### src/rtl/pipeline_ctrl_pkg.sv
// Shared types and constants for the five-stage pipeline sequencing controller.
// Contents: pipe_state_t (RUN/MEM_WAIT/HALTED), HALT_DRAIN (cycles to drain
// older instructions before entering HALTED).
package pipeline_ctrl_pkg;

  typedef enum logic [2:0] {
    RUN      = 3'd0,
    MEM_WAIT = 3'd1,
    HALTED   = 3'd2
  } pipe_state_t;

  localparam int unsigned HALT_DRAIN = 3;

endpackage

### src/rtl/pipeline_hazard_ctrl_if.sv
// Bundle between the pipeline datapath and the hazard/sequencing controller.
// master: datapath side (drives hazard inputs, receives enables/flushes).
// slave : controller side (receives hazard inputs, drives enables/flushes,
//         state and performance counters).
interface pipeline_hazard_ctrl_if #(
  parameter int unsigned REG_ADDR_W = 4,
  parameter int unsigned CNT_W      = 16
);

  logic [REG_ADDR_W-1:0] id_rs1;
  logic [REG_ADDR_W-1:0] id_rs2;
  logic                  id_uses_rs2;
  logic [REG_ADDR_W-1:0] ex_reg_dest;
  logic                  ex_is_load;
  logic                  branch_taken;
  logic                  mem_access;
  logic                  halt_req;
  logic                  resume;

  logic                  pc_en;
  logic                  ifid_en;
  logic                  ifid_flush;
  logic                  idex_en;
  logic                  idex_flush;
  logic                  exmem_en;
  logic                  memwb_en;
  logic [2:0]            state_o;
  logic [CNT_W-1:0]      stall_cycles;
  logic [CNT_W-1:0]      flush_count;

  modport master (
    output id_rs1, id_rs2, id_uses_rs2, ex_reg_dest, ex_is_load,
           branch_taken, mem_access, halt_req, resume,
    input  pc_en, ifid_en, ifid_flush, idex_en, idex_flush, exmem_en,
           memwb_en, state_o, stall_cycles, flush_count
  );

  modport slave (
    input  id_rs1, id_rs2, id_uses_rs2, ex_reg_dest, ex_is_load,
           branch_taken, mem_access, halt_req, resume,
    output pc_en, ifid_en, ifid_flush, idex_en, idex_flush, exmem_en,
           memwb_en, state_o, stall_cycles, flush_count
  );

endinterface

### src/rtl/hazard_detect.sv
// Purely combinational load-use comparator: flags a Decode instruction that
// reads the destination of a load currently in Execute.
// Ports: id_rs1_i/id_rs2_i/id_uses_rs2_i (Decode sources), ex_reg_dest_i and
// ex_is_load_i (Execute load), load_use_c_o (combinational hazard flag).
module hazard_detect #(
  parameter int unsigned REG_ADDR_W = 4
) (
  input  logic [REG_ADDR_W-1:0] id_rs1_i,
  input  logic [REG_ADDR_W-1:0] id_rs2_i,
  input  logic                  id_uses_rs2_i,
  input  logic [REG_ADDR_W-1:0] ex_reg_dest_i,
  input  logic                  ex_is_load_i,
  output logic                  load_use_c_o
);

  assign load_use_c_o = ex_is_load_i &&
                        ((ex_reg_dest_i == id_rs1_i) ||
                         (id_uses_rs2_i && (ex_reg_dest_i == id_rs2_i)));

endmodule

### src/rtl/pipeline_hazard_ctrl.sv
// Central sequencing controller for the 16-bit five-stage pipeline. Drives
// the enable/flush pins of the PC and the four stage registers, handling
// RAM wait states, taken-branch flushes, load-use bubbles and halt/resume.
// Outputs are combinational from state, registers and inputs.
// Ports: clk, reset (async, active-high), bus (pipeline_hazard_ctrl_if.slave:
// hazard inputs in; stage enables/flushes, state_o, stall_cycles,
// flush_count out).
// Optional macro HAZARD_PERF_CNT_EN: when defined, stall_cycles and
// flush_count are saturating counters; otherwise both are tied to 0.
module pipeline_hazard_ctrl
  import pipeline_ctrl_pkg::*;
#(
  parameter int unsigned REG_ADDR_W      = 4,
  parameter int unsigned MEM_WAIT_CYCLES = 1,
  parameter int unsigned CNT_W           = 16
) (
  input  logic                  clk,
  input  logic                  reset,
  pipeline_hazard_ctrl_if.slave bus
);

  localparam int unsigned WAIT_MAX = (MEM_WAIT_CYCLES > HALT_DRAIN) ?
                                     MEM_WAIT_CYCLES : HALT_DRAIN;
  localparam int unsigned WCNT_W   = $clog2(WAIT_MAX + 1);
  localparam int unsigned MEM_LOAD = (MEM_WAIT_CYCLES > 0) ?
                                     MEM_WAIT_CYCLES - 1 : 0;

  pipe_state_t       state_q, state_d;
  logic [WCNT_W-1:0] wait_cnt_q, wait_cnt_d;
  logic              mem_ack_q, mem_ack_d;
  logic              mem_ack_set;

  logic load_use;
  logic mem_freeze;

  logic pc_en_c, ifid_en_c, ifid_flush_c, idex_en_c, idex_flush_c;
  logic exmem_en_c, memwb_en_c;

  hazard_detect #(
    .REG_ADDR_W (REG_ADDR_W)
  ) u_hazard_detect (
    .id_rs1_i      (bus.id_rs1),
    .id_rs2_i      (bus.id_rs2),
    .id_uses_rs2_i (bus.id_uses_rs2),
    .ex_reg_dest_i (bus.ex_reg_dest),
    .ex_is_load_i  (bus.ex_is_load),
    .load_use_c_o  (load_use)
  );

  // mem_ack suppresses a second freeze while the same access sits in Memory.
  assign mem_freeze = bus.mem_access && !mem_ack_q && (MEM_WAIT_CYCLES > 0);

  // State register
  always_ff @(posedge clk or posedge reset) begin
    if (reset) begin
      state_q    <= RUN;
      wait_cnt_q <= '0;
      mem_ack_q  <= 1'b0;
    end else begin
      state_q    <= state_d;
      wait_cnt_q <= wait_cnt_d;
      mem_ack_q  <= mem_ack_d;
    end
  end

  // Next-state and stage strobes
  always_comb begin
    state_d      = state_q;
    wait_cnt_d   = wait_cnt_q;
    mem_ack_set  = 1'b0;
    pc_en_c      = 1'b1;
    ifid_en_c    = 1'b1;
    ifid_flush_c = 1'b0;
    idex_en_c    = 1'b1;
    idex_flush_c = 1'b0;
    exmem_en_c   = 1'b1;
    memwb_en_c   = 1'b1;

    unique case (state_q)
      RUN: begin
        if (mem_freeze) begin
          pc_en_c    = 1'b0;
          ifid_en_c  = 1'b0;
          idex_en_c  = 1'b0;
          exmem_en_c = 1'b0;
          memwb_en_c = 1'b0;
          // A one-cycle wait completes in place; longer waits use MEM_WAIT.
          // wait_cnt is left alone in the one-cycle case so a halt drain
          // in progress keeps its count.
          if (MEM_WAIT_CYCLES == 1) begin
            mem_ack_set = 1'b1;
          end else begin
            wait_cnt_d = WCNT_W'(MEM_LOAD);
            state_d    = MEM_WAIT;
          end
        end else if (bus.branch_taken) begin
          // Younger load-use is irrelevant: its instruction is being flushed.
          ifid_flush_c = 1'b1;
          idex_flush_c = 1'b1;
          wait_cnt_d   = '0;
        end else if (load_use) begin
          pc_en_c      = 1'b0;
          ifid_en_c    = 1'b0;
          idex_flush_c = 1'b1;
          wait_cnt_d   = '0;
        end else if (bus.halt_req) begin
          pc_en_c      = 1'b0;
          ifid_en_c    = 1'b0;
          idex_flush_c = 1'b1;
          // Count drain cycles 0..HALT_DRAIN-1, then enter HALTED.
          if (wait_cnt_q >= WCNT_W'(HALT_DRAIN - 1)) begin
            state_d    = HALTED;
            wait_cnt_d = '0;
          end else begin
            wait_cnt_d = wait_cnt_q + WCNT_W'(1);
          end
        end else begin
          wait_cnt_d = '0;
        end
      end

      MEM_WAIT: begin
        pc_en_c    = 1'b0;
        ifid_en_c  = 1'b0;
        idex_en_c  = 1'b0;
        exmem_en_c = 1'b0;
        memwb_en_c = 1'b0;
        if (wait_cnt_q <= WCNT_W'(1)) begin
          mem_ack_set = 1'b1;
          wait_cnt_d  = '0;
          state_d     = RUN;
        end else begin
          wait_cnt_d = wait_cnt_q - WCNT_W'(1);
        end
      end

      HALTED: begin
        pc_en_c   = 1'b0;
        ifid_en_c = 1'b0;
        idex_en_c = 1'b0;
        if (bus.resume) begin
          state_d = RUN;
        end
      end

      default: begin
        state_d    = RUN;
        wait_cnt_d = '0;
      end
    endcase

    // Ack lives until the frozen access finally advances out of Memory.
    mem_ack_d = mem_ack_set | (mem_ack_q & ~exmem_en_c);
  end

  assign bus.pc_en      = pc_en_c;
  assign bus.ifid_en    = ifid_en_c;
  assign bus.ifid_flush = ifid_flush_c;
  assign bus.idex_en    = idex_en_c;
  assign bus.idex_flush = idex_flush_c;
  assign bus.exmem_en   = exmem_en_c;
  assign bus.memwb_en   = memwb_en_c;
  assign bus.state_o    = state_q;

`ifdef HAZARD_PERF_CNT_EN
  logic [CNT_W-1:0] stall_q, stall_d;
  logic [CNT_W-1:0] flush_q, flush_d;
  logic             stall_inc;
  logic             flush_inc;

  assign stall_inc = !pc_en_c && (state_q != HALTED);
  assign flush_inc = (state_q == RUN) && !mem_freeze && bus.branch_taken;

  // Saturating performance counters
  always_comb begin
    stall_d = stall_q;
    flush_d = flush_q;
    if (stall_inc && (stall_q != '1)) begin
      stall_d = stall_q + CNT_W'(1);
    end
    if (flush_inc && (flush_q != '1)) begin
      flush_d = flush_q + CNT_W'(1);
    end
  end

  always_ff @(posedge clk or posedge reset) begin
    if (reset) begin
      stall_q <= '0;
      flush_q <= '0;
    end else begin
      stall_q <= stall_d;
      flush_q <= flush_d;
    end
  end

  assign bus.stall_cycles = stall_q;
  assign bus.flush_count  = flush_q;
`else
  assign bus.stall_cycles = '0;
  assign bus.flush_count  = '0;
`endif

endmodule

### src/flat_wrapper.sv
// flat-port wrapper written by rule: the top's interface ports become plain ports
module pipeline_hazard_ctrl_flat import pipeline_ctrl_pkg::*;
#(
  parameter int unsigned REG_ADDR_W      = 4,
  parameter int unsigned MEM_WAIT_CYCLES = 1,
  parameter int unsigned CNT_W           = 16
)
  (clk, reset, bus_id_rs1, bus_id_rs2, bus_id_uses_rs2, bus_ex_reg_dest, bus_ex_is_load, bus_branch_taken, bus_mem_access, bus_halt_req, bus_resume, bus_pc_en, bus_ifid_en, bus_ifid_flush, bus_idex_en, bus_idex_flush, bus_exmem_en, bus_memwb_en, bus_state_o, bus_stall_cycles, bus_flush_count);
  pipeline_hazard_ctrl_if #(.REG_ADDR_W(REG_ADDR_W), .CNT_W(CNT_W)) bus_i ();
  input  logic clk;
  input  logic reset;
  input wire logic [$bits(bus_i.id_rs1)-1:0] bus_id_rs1;
  input wire logic [$bits(bus_i.id_rs2)-1:0] bus_id_rs2;
  input wire logic [$bits(bus_i.id_uses_rs2)-1:0] bus_id_uses_rs2;
  input wire logic [$bits(bus_i.ex_reg_dest)-1:0] bus_ex_reg_dest;
  input wire logic [$bits(bus_i.ex_is_load)-1:0] bus_ex_is_load;
  input wire logic [$bits(bus_i.branch_taken)-1:0] bus_branch_taken;
  input wire logic [$bits(bus_i.mem_access)-1:0] bus_mem_access;
  input wire logic [$bits(bus_i.halt_req)-1:0] bus_halt_req;
  input wire logic [$bits(bus_i.resume)-1:0] bus_resume;
  output wire logic [$bits(bus_i.pc_en)-1:0] bus_pc_en;
  output wire logic [$bits(bus_i.ifid_en)-1:0] bus_ifid_en;
  output wire logic [$bits(bus_i.ifid_flush)-1:0] bus_ifid_flush;
  output wire logic [$bits(bus_i.idex_en)-1:0] bus_idex_en;
  output wire logic [$bits(bus_i.idex_flush)-1:0] bus_idex_flush;
  output wire logic [$bits(bus_i.exmem_en)-1:0] bus_exmem_en;
  output wire logic [$bits(bus_i.memwb_en)-1:0] bus_memwb_en;
  output wire logic [$bits(bus_i.state_o)-1:0] bus_state_o;
  output wire logic [$bits(bus_i.stall_cycles)-1:0] bus_stall_cycles;
  output wire logic [$bits(bus_i.flush_count)-1:0] bus_flush_count;
  assign bus_i.id_rs1 = bus_id_rs1;
  assign bus_i.id_rs2 = bus_id_rs2;
  assign bus_i.id_uses_rs2 = bus_id_uses_rs2;
  assign bus_i.ex_reg_dest = bus_ex_reg_dest;
  assign bus_i.ex_is_load = bus_ex_is_load;
  assign bus_i.branch_taken = bus_branch_taken;
  assign bus_i.mem_access = bus_mem_access;
  assign bus_i.halt_req = bus_halt_req;
  assign bus_i.resume = bus_resume;
  assign bus_pc_en = bus_i.pc_en;
  assign bus_ifid_en = bus_i.ifid_en;
  assign bus_ifid_flush = bus_i.ifid_flush;
  assign bus_idex_en = bus_i.idex_en;
  assign bus_idex_flush = bus_i.idex_flush;
  assign bus_exmem_en = bus_i.exmem_en;
  assign bus_memwb_en = bus_i.memwb_en;
  assign bus_state_o = bus_i.state_o;
  assign bus_stall_cycles = bus_i.stall_cycles;
  assign bus_flush_count = bus_i.flush_count;
  pipeline_hazard_ctrl #(.REG_ADDR_W(REG_ADDR_W), .MEM_WAIT_CYCLES(MEM_WAIT_CYCLES), .CNT_W(CNT_W)) u_core (.clk(clk), .reset(reset), .bus(bus_i));
endmodule
### config.mk
export PLATFORM = sky130hd
export DESIGN_NAME = pipeline_hazard_ctrl_flat
export DESIGN_NICKNAME = d
export VERILOG_FILES = /design/src/rtl/pipeline_ctrl_pkg.sv /design/src/rtl/pipeline_hazard_ctrl_if.sv /design/src/rtl/hazard_detect.sv /design/src/rtl/pipeline_hazard_ctrl.sv /design/src/flat_wrapper.sv
export SDC_FILE = /design/constraint.sdc
export NUM_CORES = 1
export LEC_CHECK = 0
export CORE_ASPECT_RATIO = 0.7
export CORE_MARGIN = 1
export CORE_UTILIZATION = 25
export DETAILED_ROUTE_END_ITERATION = 12
export PLACE_DENSITY_LB_ADDON = 0.3
export REMOVE_ABC_BUFFERS = 1
export SLEW_MARGIN = 25
export SYNTH_ARGS = -nofsm -noshare
export SYNTH_HDL_FRONTEND = slang
export SYNTH_SLANG_ARGS = --single-unit
### constraint.sdc
create_clock -name clk -period 2.25 [get_ports clk]
set_input_delay 0.45 -clock clk [delete_from_list [all_inputs] [get_ports clk]]
set_output_delay 0.45 -clock clk [all_outputs]
set_load 0.05 [all_outputs]
==> results.py <==
metrics = {
    "routing": {
        "firstDrtPassIters": 2,
        "remaining_drc_errors": 0,
        "wl_per_cell_um": 7.940,
        "drt-total-wl_um": 1056,
        "vias_per_cell": 3.421,
        "ant_nets": 0,
        "drt-initial-drc-count": 18,
        "vias": 455,
    },
    "sta": {
        "fin_crit_ps": 2171,
        "max_freq_mhz": 460.6,
        "min_period_over_period_pct": 96.49,
        "finalSetupViolations": 0,
        "finClkSkew_ps": 6.394,
        "slew_violations": 0,
        "rsz0062_at_grt": "no",
        "hold_viol": 0,
    },
    "die": {
        "die_w_um": 59.85,
        "fp.coreArea_sq_um": 2172,
        "row_count": 14,
        "dieArea_sq_um": 2543,
        "start_util_pct": 26.96,
        "io_pins": 62,
        "die_y_um": 42.49,
    },
    "synthesis": {
        "synth_area_sq_um": 585.6,
        "synth_edf_count": 0,
        "synth-compound-area-share_pct": 6.624,
        "ys_async_sr_fraction_pct": 100.0,
        "syn_inst": 72,
        "yosys.area_share.simple_pct": 14.32,
        "synth_top_family_by_area": "buffers and inverters",
        "synth_top_area_share_pct": 46.15,
        "ys.warnings.count": 0,
        "synth_most_common_cell": "buf_4",
        "synth_area_leaders": "buf_4 (46%), dfrtp_1 (17%), xor2_1 (9.0%)",
        "ys_seq_area_share_pct": 17.09,
        "synth_mux_area_share_pct": 0,
        "ys_types": 17,
        "avgSynthCellArea_sq_um": 8.133,
        "synth-main-ff-cell": "dfrtp_1",
        "synth_xor_area_share_pct": 11.97,
        "synth_common_cells": "buf_4 (36), xor2_1 (6), inv_1 (5)",
        "ys_seq_elements": 4,
        "synth_fa_ha_area_share_pct": 0,
        "synth.largest_area_cell": "buf_4",
    },
    "critical_path": {
        "crit_arrival_ps": 1720,
        "required_ps": 1800,
        "cp-end-kind": "output port",
        "startpoint_type": "input port",
        "path_class": "input port to output port",
        "path_max_fanout": 2,
    },
    "layout": {
        "fillers": 234,
        "syn_to_final_growth_pct": 55.34,
        "nets": 123,
        "stdcell_count": 133,
        "n_antenna_cell": 0,
        "drive_gt1_share_pct": 27.72,
        "fin_area_sq_um": 909.6,
    },
    "worst_hold_path": {
        "min_path_type": "input port to async pin",
    },
    "clock_network": {
        "ctsLongestPathBuffers": 2,
        "clkTransAtPathRegs_ps": 40,
        "numCtsBuffers": 3,
        "post-cts-setup-buffer-count": 0,
        "htree_levels": 1,
        "cts_tree": "yes",
        "clk_latency_ps": 230,
        "cts-root-buf": "clkbuf_4",
        "cts_num_sinks": 4,
        "hold_buffers": 0,
    },
    "place": {
        "place_area_sq_um": 784.5,
        "placed_cells": 130,
        "hpwl_um": 889.4,
        "io_buffers": 27,
        "gp_congestion": 0.6608,
    },
    "power": {
        "cellPowerDensity_nw_per_um2": 505.1,
        "peakVddDrop_mv": 0.1513,
        "power_leakage_nw": 0.4731,
    },
    "global_route": {
        "grt-ovfl-total": 0,
        "grt_pass1_wl_um": 1621,
        "grt_max_degree": 6,
        "grt_pass1_vias": 386,
        "grtUsageTotal_pct": 8.707,
        "antenna_found_initial": 0,
    },
    "flow_run": {
        "drv_cap": 0,
    },
    "outcome": {
        "status": "completed",
    },
}
-- critical path: stages --
cell,delay (ps)
clkdlybuf4s15_1,250
xor2_2,220
nor4_4,320
nor3_2,100
o21a_1,220
buf_6,160
-- layout by cell type (no fill, tap or decap), types with 3 or more instances in the layout --
cell type and n:
a22o_1 3, buf_4 4, clkbuf_4 3, clkdlybuf4s15_1 3, clkdlybuf4s50_1 6, conb_1 34
dfrtp_1 4, dlygate4sd2_1 8, inv_1 5, nor2_1 3, xor2_2 6
-- layout make-up --
cell class / instances / area (sq um) / area share (%)
multi-input combinational: 60 / 414.1 / 45.53
tap: 32 / 40.04 / 4.402
inverter: 5 / 18.77 / 2.063
sequential: 4 / 100.1 / 11.00
timing repair buffer: 29 / 314.1 / 34.53
clock buffer: 3 / 22.52 / 2.476
-- report_power, final --
group / internal [W] / total (W) / switching [W] / leakage [nW]
clock network: 0.0000596 / 0.0000879 / 0.0000283 / 0.0138
logic: 0.0000770 / 0.000292 / 0.000215 / 0.406
registers: 0.0000769 / 0.0000798 / 0.00000297 / 0.0535
total: 0.000214 / 0.000459 / 0.000246 / 0.473
-- registers in the layout, summed over array words and instances, names as in the netlist --
signal and cells:
u_core.mem_ack_q 1, u_core.wait_cnt_q 2, u_core.bus.state_o 1
-- routing by layer --
metal	global-route usage, %	wire, um	vias to the layer above	part of all wire, %
met5	0	0	-	0
met2	14.22	535	33	51
met4	4.186	0	0	0
li1	-	-	210	-
met3	3.395	97	0	9.2
met1	9.793	422	212	40
-- worst paths after layout --
| path | start | to | slack (ps) | cells after the start |
|---|---|---|---|---|
| setup / recovery | bus_ex_reg_dest[1] | bus_pc_en | 80 | 6 |
| hold / removal | reset | u_core.wait_cnt_q[0] | 400 | 2 |
| setup reg to reg | u_core.bus.state_o[1] | u_core.bus.state_o[1] | 930 | 5 |
| hold reg to reg | u_core.bus.state_o[1] | u_core.mem_ack_q | 490 | 1 |
| max in group asynchronous | reset | u_core.mem_ack_q | 1690 | 2 |
| min in group clk | u_core.bus.state_o[1] | u_core.mem_ack_q | 490 | 1 |
-- cell families (layout without fill, tap and decap cells) --
family          count (synthesis)  in the layout
compound gates                  5              5
xor+xnor                        8              8
buf+inv                        41             37
flops                           4              4
other cells                     1             34
simple gates                   13             13
-- metrics by stage --
stage | util (%) | setup TNS (ps) | setup WS, ps | total power, W | hold WS [ps]
final | 41.88 | 0 | 79.08 | 0.0004594 | 404.9
after global routing | 41.88 | 0 | 1.182 | 0.0004843 | 420.9
after CTS | 41.07 | 0 | 2.350 | 0.0004621 | 402.9
after detailed placement | 36.12 | -546.3 | -209.2 | 0.0003552 | 497.0
after global placement | 36.12 | -407.8 | -173.2 | 0.0003542 | 482.6
after floorplan | - | -451.0 | -211.6 | 0.0002785 | 216.1
-- what timing repair did --
item	CTS	global route
setup endpoints to repair	3	3
resized for setup	29	8
pin swaps	8	5
Power figures use the tool's default switching activity.
